### src/rtl/conv_layer_sched_pkg.sv
// Shared encodings for the convolution unit's current_state bus.
package conv_layer_sched_pkg;

  localparam int CUR_STATE_W = 3;

  // Encodings the conv control logic decodes directly.
  localparam logic [CUR_STATE_W-1:0] CS_IDLE    = 3'd0;
  localparam logic [CUR_STATE_W-1:0] CS_LOAD_W  = 3'd1;
  localparam logic [CUR_STATE_W-1:0] CS_LOAD_B  = 3'd2;
  localparam logic [CUR_STATE_W-1:0] CS_RUN_3X3 = 3'd3;
  localparam logic [CUR_STATE_W-1:0] CS_RUN_PW  = 3'd4;
  localparam logic [CUR_STATE_W-1:0] CS_DRAIN   = 3'd5;
  localparam logic [CUR_STATE_W-1:0] CS_DONE    = 3'd6;

  typedef enum logic [CUR_STATE_W-1:0] {
    ST_IDLE    = CS_IDLE,
    ST_LOAD_W  = CS_LOAD_W,
    ST_LOAD_B  = CS_LOAD_B,
    ST_RUN_3X3 = CS_RUN_3X3,
    ST_RUN_PW  = CS_RUN_PW,
    ST_DRAIN   = CS_DRAIN,
    ST_DONE    = CS_DONE
  } state_t;

endpackage

### src/rtl/conv_layer_sched_if.sv
// Scheduler <-> parameter memory / conv unit handshake bundle.
interface conv_layer_sched_if;
  import conv_layer_sched_pkg::*;

  logic                   wt_req;
  logic                   wt_ack;
  logic                   bias_req;
  logic                   bias_ack;
  logic                   feed_en;
  logic                   conv_valid_out;
  logic                   state_rst;
  logic [CUR_STATE_W-1:0] current_state;

  // Scheduler side
  modport master (
    output wt_req, bias_req, feed_en, current_state,
    input  wt_ack, bias_ack, conv_valid_out, state_rst
  );

  // Memory / conv unit side
  modport slave (
    input  wt_req, bias_req, feed_en, current_state,
    output wt_ack, bias_ack, conv_valid_out, state_rst
  );
endinterface

### src/rtl/conv_layer_sched.sv
// Layer sequencer: per tile LOAD_W -> LOAD_B -> RUN -> DRAIN, then DONE.
module conv_layer_sched
  import conv_layer_sched_pkg::*;
#(
  parameter int PIX_CNT_WIDTH  = 20,
  parameter int TILE_CNT_WIDTH = 8,
  parameter int DRAIN_CYCLES   = 4
) (
  input  logic                      clk,
  input  logic                      rstn,
  input  logic                      start,
  input  logic                      abort,
  input  logic                      cfg_pw_mode,
  input  logic [PIX_CNT_WIDTH-1:0]  cfg_out_pix,
  input  logic [TILE_CNT_WIDTH-1:0] cfg_tile_num,
  conv_layer_sched_if.master        cif,
  output logic [TILE_CNT_WIDTH-1:0] tile_idx,
  output logic                      busy,
  output logic                      done,
  output logic                      err
);

  localparam int DW = $clog2(DRAIN_CYCLES + 1);
  localparam logic [DW-1:0]             DRAIN_LAST = DW'(DRAIN_CYCLES - 1);
  localparam logic [DW-1:0]             DRAIN_ONE  = DW'(1);
  localparam logic [PIX_CNT_WIDTH-1:0]  PIX_ONE    = PIX_CNT_WIDTH'(1);
  localparam logic [TILE_CNT_WIDTH-1:0] TILE_ONE   = TILE_CNT_WIDTH'(1);

  state_t                      state_q, state_d;
  logic [PIX_CNT_WIDTH-1:0]    out_cnt_q;
  logic [DW-1:0]               drain_cnt_q;
  logic [TILE_CNT_WIDTH-1:0]   tile_idx_q;
  logic                        pw_q;
  logic [PIX_CNT_WIDTH-1:0]    pix_q;
  logic [TILE_CNT_WIDTH-1:0]   tiles_q;
  logic                        err_q;

  logic                        in_run;
  logic [PIX_CNT_WIDTH-1:0]    out_cnt_inc;
  logic                        last_beat;
  logic                        drain_end;
  logic [TILE_CNT_WIDTH-1:0]   tile_last;
  logic                        last_tile;
  logic                        start_ok;

  assign in_run      = (state_q == ST_RUN_3X3) || (state_q == ST_RUN_PW);
  assign out_cnt_inc = out_cnt_q + PIX_ONE;
  assign last_beat   = (out_cnt_inc == pix_q);
  // state_rst from the conv unit means the pipeline is already empty
  assign drain_end   = cif.state_rst || (drain_cnt_q == DRAIN_LAST);
  // a zero tile count runs a single tile
  assign tile_last   = (tiles_q == '0) ? '0 : tiles_q - TILE_ONE;
  assign last_tile   = (tile_idx_q == tile_last);
  assign start_ok    = (state_q == ST_IDLE) && start && !abort;

  // State register
  always_ff @(posedge clk or negedge rstn) begin
    if (!rstn) state_q <= ST_IDLE;
    else       state_q <= state_d;
  end

  // Next-state: abort overrides every transition
  always_comb begin
    state_d = state_q;
    if (abort) begin
      state_d = ST_IDLE;
    end else begin
      unique case (state_q)
        ST_IDLE:    if (start) state_d = ST_LOAD_W;
        ST_LOAD_W:  if (cif.wt_ack) state_d = ST_LOAD_B;
        ST_LOAD_B:  if (cif.bias_ack)
                      state_d = (pix_q == '0) ? ST_DRAIN :
                                (pw_q ? ST_RUN_PW : ST_RUN_3X3);
        ST_RUN_3X3,
        ST_RUN_PW:  if (cif.conv_valid_out && last_beat) state_d = ST_DRAIN;
        ST_DRAIN:   if (drain_end) state_d = last_tile ? ST_DONE : ST_LOAD_W;
        ST_DONE:    state_d = ST_IDLE;
        default:    state_d = ST_IDLE;
      endcase
    end
  end

  // Outputs decoded straight from the state register (no extra delay)
  always_comb begin
    cif.current_state = state_q;
    cif.wt_req        = (state_q == ST_LOAD_W);
    cif.bias_req      = (state_q == ST_LOAD_B);
    cif.feed_en       = in_run;
    busy              = (state_q != ST_IDLE) && (state_q != ST_DONE);
    done              = (state_q == ST_DONE);
    err               = err_q;
    tile_idx          = tile_idx_q;
  end

  // Config latch and beat / drain / tile counters
  always_ff @(posedge clk or negedge rstn) begin
    if (!rstn) begin
      out_cnt_q   <= '0;
      drain_cnt_q <= '0;
      tile_idx_q  <= '0;
      pw_q        <= 1'b0;
      pix_q       <= '0;
      tiles_q     <= '0;
    end else if (abort) begin
      out_cnt_q   <= '0;
      drain_cnt_q <= '0;
      tile_idx_q  <= '0;
    end else begin
      if (start_ok) begin
        pw_q       <= cfg_pw_mode;
        pix_q      <= cfg_out_pix;
        tiles_q    <= cfg_tile_num;
        tile_idx_q <= '0;
      end
      // clearing in LOAD_B means every RUN entry starts from zero
      if (state_q == ST_LOAD_B)                out_cnt_q <= '0;
      else if (in_run && cif.conv_valid_out)   out_cnt_q <= out_cnt_inc;
      if (state_q == ST_DRAIN) drain_cnt_q <= drain_cnt_q + DRAIN_ONE;
      else                     drain_cnt_q <= '0;
      if ((state_q == ST_DRAIN) && drain_end && !last_tile)
        tile_idx_q <= tile_idx_q + TILE_ONE;
    end
  end

  // Sticky error: output beat outside RUN; a fresh layer start clears it
  always_ff @(posedge clk or negedge rstn) begin
    if (!rstn)                            err_q <= 1'b0;
    else if (start_ok)                    err_q <= 1'b0;
    else if (cif.conv_valid_out && !in_run) err_q <= 1'b1;
  end

endmodule
### src/flat_wrapper.sv
// flat-port wrapper written by rule: the top's interface ports become plain ports
module conv_layer_sched_flat import conv_layer_sched_pkg::*;
#(
  parameter int PIX_CNT_WIDTH  = 20,
  parameter int TILE_CNT_WIDTH = 8,
  parameter int DRAIN_CYCLES   = 4
)
  (clk, rstn, start, abort, cfg_pw_mode, cfg_out_pix, cfg_tile_num, tile_idx, busy, done, err, cif_wt_req, cif_bias_req, cif_feed_en, cif_current_state, cif_wt_ack, cif_bias_ack, cif_conv_valid_out, cif_state_rst);
  conv_layer_sched_if cif_i ();
  input  logic clk;
  input  logic rstn;
  input  logic start;
  input  logic abort;
  input  logic cfg_pw_mode;
  input  logic [PIX_CNT_WIDTH-1:0] cfg_out_pix;
  input  logic [TILE_CNT_WIDTH-1:0] cfg_tile_num;
  output logic [TILE_CNT_WIDTH-1:0] tile_idx;
  output logic busy;
  output logic done;
  output logic err;
  output wire logic [$bits(cif_i.wt_req)-1:0] cif_wt_req;
  output wire logic [$bits(cif_i.bias_req)-1:0] cif_bias_req;
  output wire logic [$bits(cif_i.feed_en)-1:0] cif_feed_en;
  output wire logic [$bits(cif_i.current_state)-1:0] cif_current_state;
  input wire logic [$bits(cif_i.wt_ack)-1:0] cif_wt_ack;
  input wire logic [$bits(cif_i.bias_ack)-1:0] cif_bias_ack;
  input wire logic [$bits(cif_i.conv_valid_out)-1:0] cif_conv_valid_out;
  input wire logic [$bits(cif_i.state_rst)-1:0] cif_state_rst;
  assign cif_wt_req = cif_i.wt_req;
  assign cif_bias_req = cif_i.bias_req;
  assign cif_feed_en = cif_i.feed_en;
  assign cif_current_state = cif_i.current_state;
  assign cif_i.wt_ack = cif_wt_ack;
  assign cif_i.bias_ack = cif_bias_ack;
  assign cif_i.conv_valid_out = cif_conv_valid_out;
  assign cif_i.state_rst = cif_state_rst;
  conv_layer_sched #(.PIX_CNT_WIDTH(PIX_CNT_WIDTH), .TILE_CNT_WIDTH(TILE_CNT_WIDTH), .DRAIN_CYCLES(DRAIN_CYCLES)) u_core (.clk(clk), .rstn(rstn), .start(start), .abort(abort), .cfg_pw_mode(cfg_pw_mode), .cfg_out_pix(cfg_out_pix), .cfg_tile_num(cfg_tile_num), .cif(cif_i), .tile_idx(tile_idx), .busy(busy), .done(done), .err(err));
endmodule
### config.mk
export PLATFORM = sky130hd
export DESIGN_NAME = conv_layer_sched_flat
export DESIGN_NICKNAME = d
export VERILOG_FILES = /design/src/rtl/conv_layer_sched_pkg.sv /design/src/rtl/conv_layer_sched_if.sv /design/src/rtl/conv_layer_sched.sv /design/src/flat_wrapper.sv
export SDC_FILE = /design/constraint.sdc
export NUM_CORES = 1
export LEC_CHECK = 0
export CORE_MARGIN = 10
export CORE_UTILIZATION = 50
export DETAILED_ROUTE_END_ITERATION = 7
export MAX_ROUTING_LAYER = met4
export PLACE_DENSITY = 0.82
export SYNTH_ARGS = -nofsm -noshare
export SYNTH_HDL_FRONTEND = slang
export SYNTH_SLANG_ARGS = --single-unit
### constraint.sdc
create_clock -name clk -period 2.47 [get_ports clk]
set_input_delay 0.741 -clock clk [delete_from_list [all_inputs] [get_ports clk]]
set_output_delay 0.741 -clock clk [all_outputs]
set_load 0.1 [all_outputs]
==> results.toml, run 1 <==
[die]
fp-row-count = 32
die_h_um = 109
initial_core_util_pct = 51.4
io_pins = 54
core-area_um2 = 7770
die_w_um = 109
die_area_um2 = 12000

[clock_network]
clkSinkCount = 64
root_buffer = "clkbuf_8"
cts.reportedPaths.clkPinSlew_ns = 0.08
ctsLongestPathBuffers = 2
cts_inserted_buffers = 9
ctsHoldBuffers = 0
cts_max_level = 3
cts_tree = "done"
clock_latency_ns = 0.35

[timing]
tns_ns = -2.82
rsz0062_at_grt = "true"
worst_clock_skew_ns = 0.00879
worst_pin_slew_ns = 0.597
hold_violations = 0
setup_viol = 11
hold_ws_ns = 0.384
slew_viol_final = 0
finalWorstSetupSlack_ns = -0.281
fmax_mhz = 364
period_needed_ns = 2.75
finalCritPeriodShare_pct = 111
max_slew_margin_pct = 59.9

[placed_design]
dp.cells = 612
port_buffers = 53
place_area_um2 = 5190
hpwlAfterDp_um = 8410
gp_congestion = 0.910
dp_slack_ns = -0.310

[setup_path]
slowest_stage = "or4b_4"
path_buf_inv = 2
path_depth = 10
cp-end-kind = "flip-flop"
max_stage_delay_ns = 0.52
reg2reg_depth = 10
crit_required_ns = 2.72
startpoint_type = "flip-flop"
crit_path_max_fanout = 6
crit_arrival_ns = 3.00
critPathTopFamily = "simple AND/OR/NAND/NOR gates"
path_class = "reg2reg"
cp_cell_sequence = "inv_2 > ha_4 > or4b_4 > nor4b_4 > o21a_1 > o22ai_2 > or4_4 > buf_6 > o211a_1 > a21o_1"

[drt]
detail-route-antenna-nets = 0
route.detailed.drc = 0
first_pass_iters = 5
wl_per_cell_um = 19.4
via_per_inst = 6.00
num_vias = 3837
wl_um = 12400
drtIter0Drc = 206

[logic_synthesis]
ys_top_cells_by_count = "64 x dfrtp_1, 42 x nor2_1, 28 x xnor2_1"
yosysUniqueCellTypes = 58
postSynthCellCount = 419
synthArstFlopShare_pct = 100
ys_warn_count = 0
yosys_most_used_dff = "dfrtp_1"
avgSynthCellArea_um2 = 9.53
ys_top_cells_by_area = "dfrtp_1 40%, mux2_2 7.6%, xnor2_1 6.1%"
yosysSeqAreaShare_pct = 40.1
netlist.area_leader.share_pct = 40.1
synthesis.area_um2 = 3990
synth.largest_area_cell = "dfrtp_1"
synth-edff-count = 0
synth_nets = 461
yosysMostFrequentCell = "dfrtp_1"
ys_seq_elements = 64

[worst_hold_path]
min_path_type = "in2async"

[grt]
gr-total-overflow = 0
track_usage_pct = 21.1
antenna_found_initial = 0
grt_max_degree = 34
grt_pass1_vias = 3970
grt_pass1_wl_um = 19800

[job]
maxCapViolations = 0

[status]
outcome = "finished with violations"
violations = "setup timing"

[finish]
diodes = 0
fin_area_um2 = 5720
finalNetCount = 574
area_growth_pct = 43.1
drive_gt1_share_pct = 36.9
stdcell_count = 639

[power]
cellPowerDensity_nw_per_um2 = 1050
ir_worst_vdd_mv = 0.844
power.leakage_nw = 2.52
[state kept, by name, summed over array words and instances, names as in the netlist]
signal / cells
u_core.out_cnt_q: 20
u_core.pix_q: 20
u_core.pw_q: 1
u_core.tile_idx: 8
u_core.drain_cnt_q: 3
u_core.err: 1
u_core.tiles_q: 8
u_core.cif.current_state: 3
[layout by cell type (no fill, tap or decap), types with 3 or more instances in the layout]
master	n
nor3_2	4
and2_1	5
o211ai_1	4
nand2_1	23
dfrtp_2	6
nor2_1	38
o21a_1	3
nor4_1	9
ha_1	3
nor2b_1	5
and3_1	5
o211a_1	5
dfrtp_1	56
clkdlybuf4s50_1	35
or3_1	5
nor3_1	5
nand3b_1	3
nor4_4	4
a21oi_1	15
mux2i_1	5
buf_6	4
xor2_1	26
clkbuf_8	11
or4_4	3
xnor2_1	27
bufinv_16	3
inv_1	7
inv_2	3
nand3_1	14
a31oi_1	3
nand4_1	7
mux2_2	26
or2_2	3
a21o_1	4
a22o_2	3
buf_4	80
buf_12	8
nor3_4	3
o21ai_0	7
a211oi_1	3
[power breakdown]
group	internal, mW	switching (mW)	total (mW)
clock	0.724	0.438	1.16
combinational	1.39	1.69	3.08
sequential	1.34	0.406	1.74
total	3.45	2.54	5.98
[worst register-to-register path: stages, from the launching register on]
cell	delay [ns]
dfrtp_1	0.41
inv_2	0.09
ha_4	0.14
or4b_4	0.52
nor4b_4	0.27
o21a_1	0.21
o22ai_2	0.12
or4_4	0.45
buf_6	0.15
o211a_1	0.13
a21o_1	0.16
[kinds of logic (layout without fill, tap and decap cells)]
group	count (synthesis)	in the layout	share of synthesized area, %
buf+inv	37	155	3.85
xor+xnor	54	54	11.8
flops	64	64	40.1
mux	33	33	9.24
compound gates	65	65	11.8
fa+ha+maj	5	5	1.57
simple gates	161	161	21.6
[layer usage]
layer / GRT usage, % / up-vias / wire length [um]
met3: 3.10 / 39 / 828
met5: - / - / 0
li1: - / 1722 / -
met2: 34.4 / 201 / 6190
met1: 26.0 / 1875 / 4980
met4: 7.99 / 0 / 374
[layout make-up]
cell class                      count  area [um^2]
Multi-Input combinational cell    318         2510
Clock buffer                       11          151
Tap cell                          102          128
Clock inverter                      5          103
Timing Repair Buffer              128         1160
Inverter                           11         45.0
Fill cell                         497         2050
Sequential cell                    64         1620
[final timing paths]
check / startpoint / end / slack, ns
max reg2reg: u_core.tiles_q[0] / u_core.tile_idx[3] / -0.28
max in group asynchronous: rstn / u_core.cif.current_state[0] / 1.46
min: rstn / u_core.out_cnt_q[4] / 0.38
min reg2reg: u_core.drain_cnt_q[0] / u_core.drain_cnt_q[0] / 0.44
min in group clk: u_core.drain_cnt_q[0] / u_core.drain_cnt_q[0] / 0.44
max: u_core.tiles_q[0] / u_core.tile_idx[3] / -0.28
[through the flow]
step                      total power, mW  utilization [%]
after floorplan                      3.55                -
after global placement               4.35             66.9
after detailed placement             4.46             66.9
after CTS                            5.75             72.2
after global routing                 6.23             73.6
final                                5.98             73.6
[repair_timing]
action                                  4_1_cts  5_1_grt
resized for setup                            16       20
setup buffers                                11        2
pin swaps                                    12       10
endpoints found under the setup margin       11       12
Power figures use the tool's default switching activity.
==> run 2, diff against run 1 <==
Settings changed: PLACE_DENSITY 0.82 to 0.8.
==> results.toml, run 2 (same netlist as run 1, synthesis figures left out) <==
[status]
outcome = "finished with violations"
violations = "setup timing"

[timing]
period_needed_ns = 2.72
fmax_mhz = 367
setup_viol = 11
worst_pin_slew_ns = 0.514
max_slew_margin_pct = 65.5
slew_viol_final = 0
hold_violations = 0
worst_clock_skew_ns = 0.00750
finalWorstSetupSlack_ns = -0.252
rsz0062_at_grt = "true"
finalCritPeriodShare_pct = 110

[job]
maxCapViolations = 0

[setup_path]
regToRegSetupSlack_ns = -0.25
cp-end-kind = "flip-flop"
rr_startpoint = "u_core.tiles_q[1]"
crit_arrival_ns = 3.01
crit_start = "u_core.tiles_q[1]"
reg2reg_depth = 10
reg2reg_to = "u_core.cif.current_state[1]"
path_class = "reg2reg"
startpoint_type = "flip-flop"
crit_path_max_fanout = 6
crit_required_ns = 2.76

[drt]
num_vias = 3634
first_pass_iters = 5
via_per_inst = 5.70
drtIter0Drc = 199
wl_um = 11400
detail-route-antenna-nets = 0
wl_per_cell_um = 17.9
route.detailed.drc = 0

[clock_network]
ctsHoldBuffers = 0
cts_tree = "done"
clock_latency_ns = 0.35
cts_max_level = 3
ctsLongestPathBuffers = 2
root_buffer = "clkbuf_8"
cts_inserted_buffers = 9
cts.reportedPaths.clkPinSlew_ns = 0.07
clkSinkCount = 64

[grt]
gr-total-overflow = 0
grt_max_degree = 34
antenna_found_initial = 0
track_usage_pct = 19.8
grt_pass1_wl_um = 18600
grt_pass1_vias = 3756

[power]
p_seq_share_pct = 32.0
p_sw_mw = 2.39
cellPowerDensity_nw_per_um2 = 981
power_frac_comb_pct = 53.3
power.leakage_nw = 2.47
switching_share_pct = 43.8
ir_worst_vdd_mv = 0.761
cellInternalPower_mw = 3.07
power_frac_clock_pct = 14.7

[finish]
fillers = 571
drive_gt1_share_pct = 35.5
final_util_pct = 71.6
mostFrequentLayoutCells = "79 x buf_4, 56 x dfrtp_1, 38 x nor2_1"
register_area_um2 = 1620
finalNetCount = 572
multi_input_area_um2 = 2480
diodes = 0
reg_top3 = "u_core.out_cnt_q x20, u_core.pix_q x20"
layout_commonest_cell = "buf_4"
area_growth_pct = 39.3

[die]
die_w_um = 109
fp-row-count = 32
die_h_um = 109
die_area_um2 = 12000
core-area_um2 = 7770
io_pins = 54
initial_core_util_pct = 51.4

[placed_design]
hpwlAfterDp_um = 8140
gp_congestion = 0.914
port_buffers = 53
dp_slack_ns = -0.287

[worst_hold_path]
min_path_type = "in2async"
-- run 2: stage by stage --
stage	TNS [ns]	area, um^2	std cells	power [mW]	hold slack [ns]
2_1_floorplan	-0.846	4150	419	3.55	0.415
3_3_place_gp	-1.27	5170	610	4.38	0.429
3_5_place_dp	-2.32	5170	610	4.46	0.433
4_1_cts	-2.15	5440	630	5.34	0.364
5_1_grt	-3.40	5570	637	5.75	0.377
6_report	-2.25	5570	637	5.46	0.346
-- run 2: power by group through the flow --
stage                     combinational, mW  clock, mW  sequential, mW
after CTS                              2.80      0.812            1.72
final                                  2.91      0.803            1.75
after global placement                 2.66          0            1.72
after detailed placement               2.72          0            1.74
after global routing                   3.11      0.856            1.79
after floorplan                        1.76          0            1.79
-- run 2: worst max-delay path, stage by stage, from the launching register on --
cell and delay (ns):
dfrtp_1 0.42, inv_2 0.10, ha_4 0.14, or4b_4 0.51, nor4b_4 0.31, o21a_1 0.18, o22ai_2 0.09, or4_4 0.44
buf_6 0.15, a211oi_2 0.17, mux2_4 0.17
-- run 2: timing repair --
action / 4_1_cts / 5_1_grt
resized for setup: 18 / 13
cloned: 0 / 0
pin swaps: 9 / 15
endpoints found under the setup margin: 11 / 12
buffers inserted: 4 / 8
-- run 2: how the worst max path moves through the flow --
stage | end | slack [ns] | cells past startpoint
CTS | u_core.cif.current_state[1] | -0.26 | 10
global placement | u_core.cif.current_state[1] | -0.24 | 9
global route | u_core.cif.current_state[1] | -0.34 | 11
detailed placement | u_core.cif.current_state[1] | -0.29 | 9
finish | u_core.cif.current_state[1] | -0.25 | 10
floorplan | u_core.tile_idx[0] | -0.17 | 10
-- run 2: area by class of cell --
class | instances | area share (%)
Clock buffer | 13 | 2.68
Clock inverter | 3 | 0.315
Inverter | 11 | 0.809
Multi-Input combinational cell | 318 | 44.5
Sequential cell | 64 | 29.0
Tap cell | 102 | 2.29
Timing Repair Buffer | 126 | 20.4
-- run 2: per-layer routing --
metal / routed length (um) / share of wire, % / track usage [%]
met1: 4940 / 43 / 24.5
met2: 5700 / 50 / 32.0
met3: 549 / 4.8 / 3.34
met4: 223 / 2.0 / 7.25
met5: 0 / 0 / -
==> run 3, diff against run 2 <==
Settings changed: CORE_MARGIN 10 to 3, CTS_CLUSTER_DIAMETER set to 150.
==> results.toml, run 3 (same netlist as run 1, synthesis figures left out) <==
[drt]
via_per_inst = 5.84
num_vias = 3774
route.detailed.drc = 0
wl_um = 11300
wl_per_cell_um = 17.6
drtIter0Drc = 267
first_pass_iters = 5
detail-route-antenna-nets = 0

[timing]
fmax_mhz = 364
worst_clock_skew_ns = 0.00734
slew_viol_final = 0
worst_pin_slew_ns = 0.688
period_needed_ns = 2.75
finalWorstSetupSlack_ns = -0.275
finalCritPeriodShare_pct = 111
rsz0062_at_grt = "true"
setup_viol = 11
max_slew_margin_pct = 54.1
hold_violations = 0
hold_ws_ns = 0.429

[setup_path]
crit_path_max_fanout = 6
critPathTopFamily = "simple AND/OR/NAND/NOR gates"
slowest_stage = "or4_4"
path_buf_inv = 2
path_class = "reg2reg"
rr_startpoint = "u_core.tiles_q[1]"
cp_cell_sequence = "buf_6 > or4_4 > nor4_4 > mux2i_1 > xnor2_1 > or4_4 > buf_6 > a211oi_2 > mux2_4"
startpoint_type = "flip-flop"
reg2reg_to = "u_core.cif.current_state[1]"
regToRegSetupSlack_ns = -0.28
crit_required_ns = 2.76
reg2reg_depth = 9
cp-end-kind = "flip-flop"
max_stage_delay_ns = 0.56
crit_arrival_ns = 3.04

[power]
p_total_mw = 5.67
power_frac_comb_pct = 52.8
power.leakage_nw = 2.53
ir_worst_vdd_mv = 0.675
cellInternalPower_mw = 3.20
p_seq_share_pct = 30.5
switching_share_pct = 43.6
p_sw_mw = 2.47
power_frac_clock_pct = 16.8
cellPowerDensity_nw_per_um2 = 997

[finish]
mostFrequentLayoutCells = "87 x buf_4, 56 x dfrtp_1, 38 x nor2_1"
final_util_pct = 75.9
finalNetCount = 584
fillers = 473
diodes = 0
drive_gt1_share_pct = 36.7
layout_commonest_cell = "buf_4"
fin_area_um2 = 5690
reg_top3 = "u_core.out_cnt_q x20, u_core.pix_q x20"
area_growth_pct = 42.4

[clock_network]
root_buffer = "clkbuf_8"
clkSinkCount = 64
cts.reportedPaths.clkPinSlew_ns = 0.08
cts_tree = "done"
cts_inserted_buffers = 9
ctsHoldBuffers = 0
cts_max_level = 3
ctsLongestPathBuffers = 2
clock_latency_ns = 0.35

[grt]
grt_pass1_vias = 3773
antenna_found_initial = 0
track_usage_pct = 26.7
grt_max_degree = 34
grt_pass1_wl_um = 18300
gr-total-overflow = 0

[placed_design]
port_buffers = 53
gp_congestion = 0.902
place_area_um2 = 5240
hpwlAfterDp_um = 7940

[die]
die_w_um = 95.4
io_pins = 54
die_h_um = 95.4
core-area_um2 = 7490
fp-row-count = 31
initial_core_util_pct = 53.4
die_area_um2 = 9100

[job]
maxCapViolations = 0

[worst_hold_path]
min_path_type = "in2async"

[status]
outcome = "finished with violations"
violations = "setup timing"
==> run 3: worst max-delay path by stage <==
stage | startpoint | endpoint | slack, ns | cells past startpoint
after CTS | u_core.tiles_q[1] | u_core.cif.current_state[1] | -0.26 | 9
after global placement | start | u_core.cif.current_state[1] | -0.23 | 8
after global routing | u_core.tiles_q[1] | u_core.cif.current_state[1] | -0.38 | 9
after detailed placement | u_core.tiles_q[1] | u_core.tile_idx[0] | -0.28 | 10
after floorplan | u_core.tiles_q[0] | u_core.tile_idx[0] | -0.17 | 10
final | u_core.tiles_q[1] | u_core.cif.current_state[1] | -0.28 | 9
==> run 3: power groups by stage <==
stage               clock, mW  combinational (mW)  sequential [mW]
floorplan                   0                1.76             1.79
finish                  0.950                2.99             1.73
global placement            0                2.65             1.72
detailed placement          0                2.71             1.74
global route             1.01                3.18             1.76
CTS                     0.957                2.85             1.73
==> run 3: stage by stage <==
stage / TNS, ns / std cells / setup WS (ns)
final: -2.40 / 646 / -0.275
after global routing: -3.53 / 646 / -0.378
after CTS: -2.03 / 638 / -0.258
after detailed placement: -2.36 / 615 / -0.278
after global placement: -1.51 / 615 / -0.226
after floorplan: -0.846 / 419 / -0.173
==> run 3: repair_timing <==
item / CTS / global route
buffers inserted: 8 / 8
resized for setup: 21 / 7
endpoints found under the setup margin: 11 / 12
pin swaps: 14 / 6
==> run 3: worst register-to-register path: cells and delay by family (launching register included) <==
family | cells | cell delay, ns
AND/OR/NAND/NOR | 3 | 1.26
AO/OA/AOI/OAI | 1 | 0.20
flip-flops | 1 | 0.40
multiplexers | 2 | 0.43
XOR/XNOR | 1 | 0.11
buffers and inverters | 2 | 0.28
==> run 3: layout make-up <==
class | count | area (um^2) | area share (%)
Inverter | 11 | 45.0 | 0.792
Clock inverter | 7 | 78.8 | 1.39
Multi-Input combinational cell | 318 | 2450 | 43.1
Sequential cell | 64 | 1620 | 28.4
Timing Repair Buffer | 138 | 1250 | 21.9
Tap cell | 99 | 124 | 2.18
Clock buffer | 9 | 124 | 2.18
==> run 3: metal layers <==
layer | wire, um | up-vias | share of wire [%] | track usage [%]
li1 | - | 1741 | - | -
met1 | 4920 | 1850 | 43 | 35.2
met3 | 731 | 25 | 6.4 | 4.81
met4 | 242 | 0 | 2.1 | 9.12
met5 | 0 | - | 0 | -
met2 | 5450 | 158 | 48 | 41.6
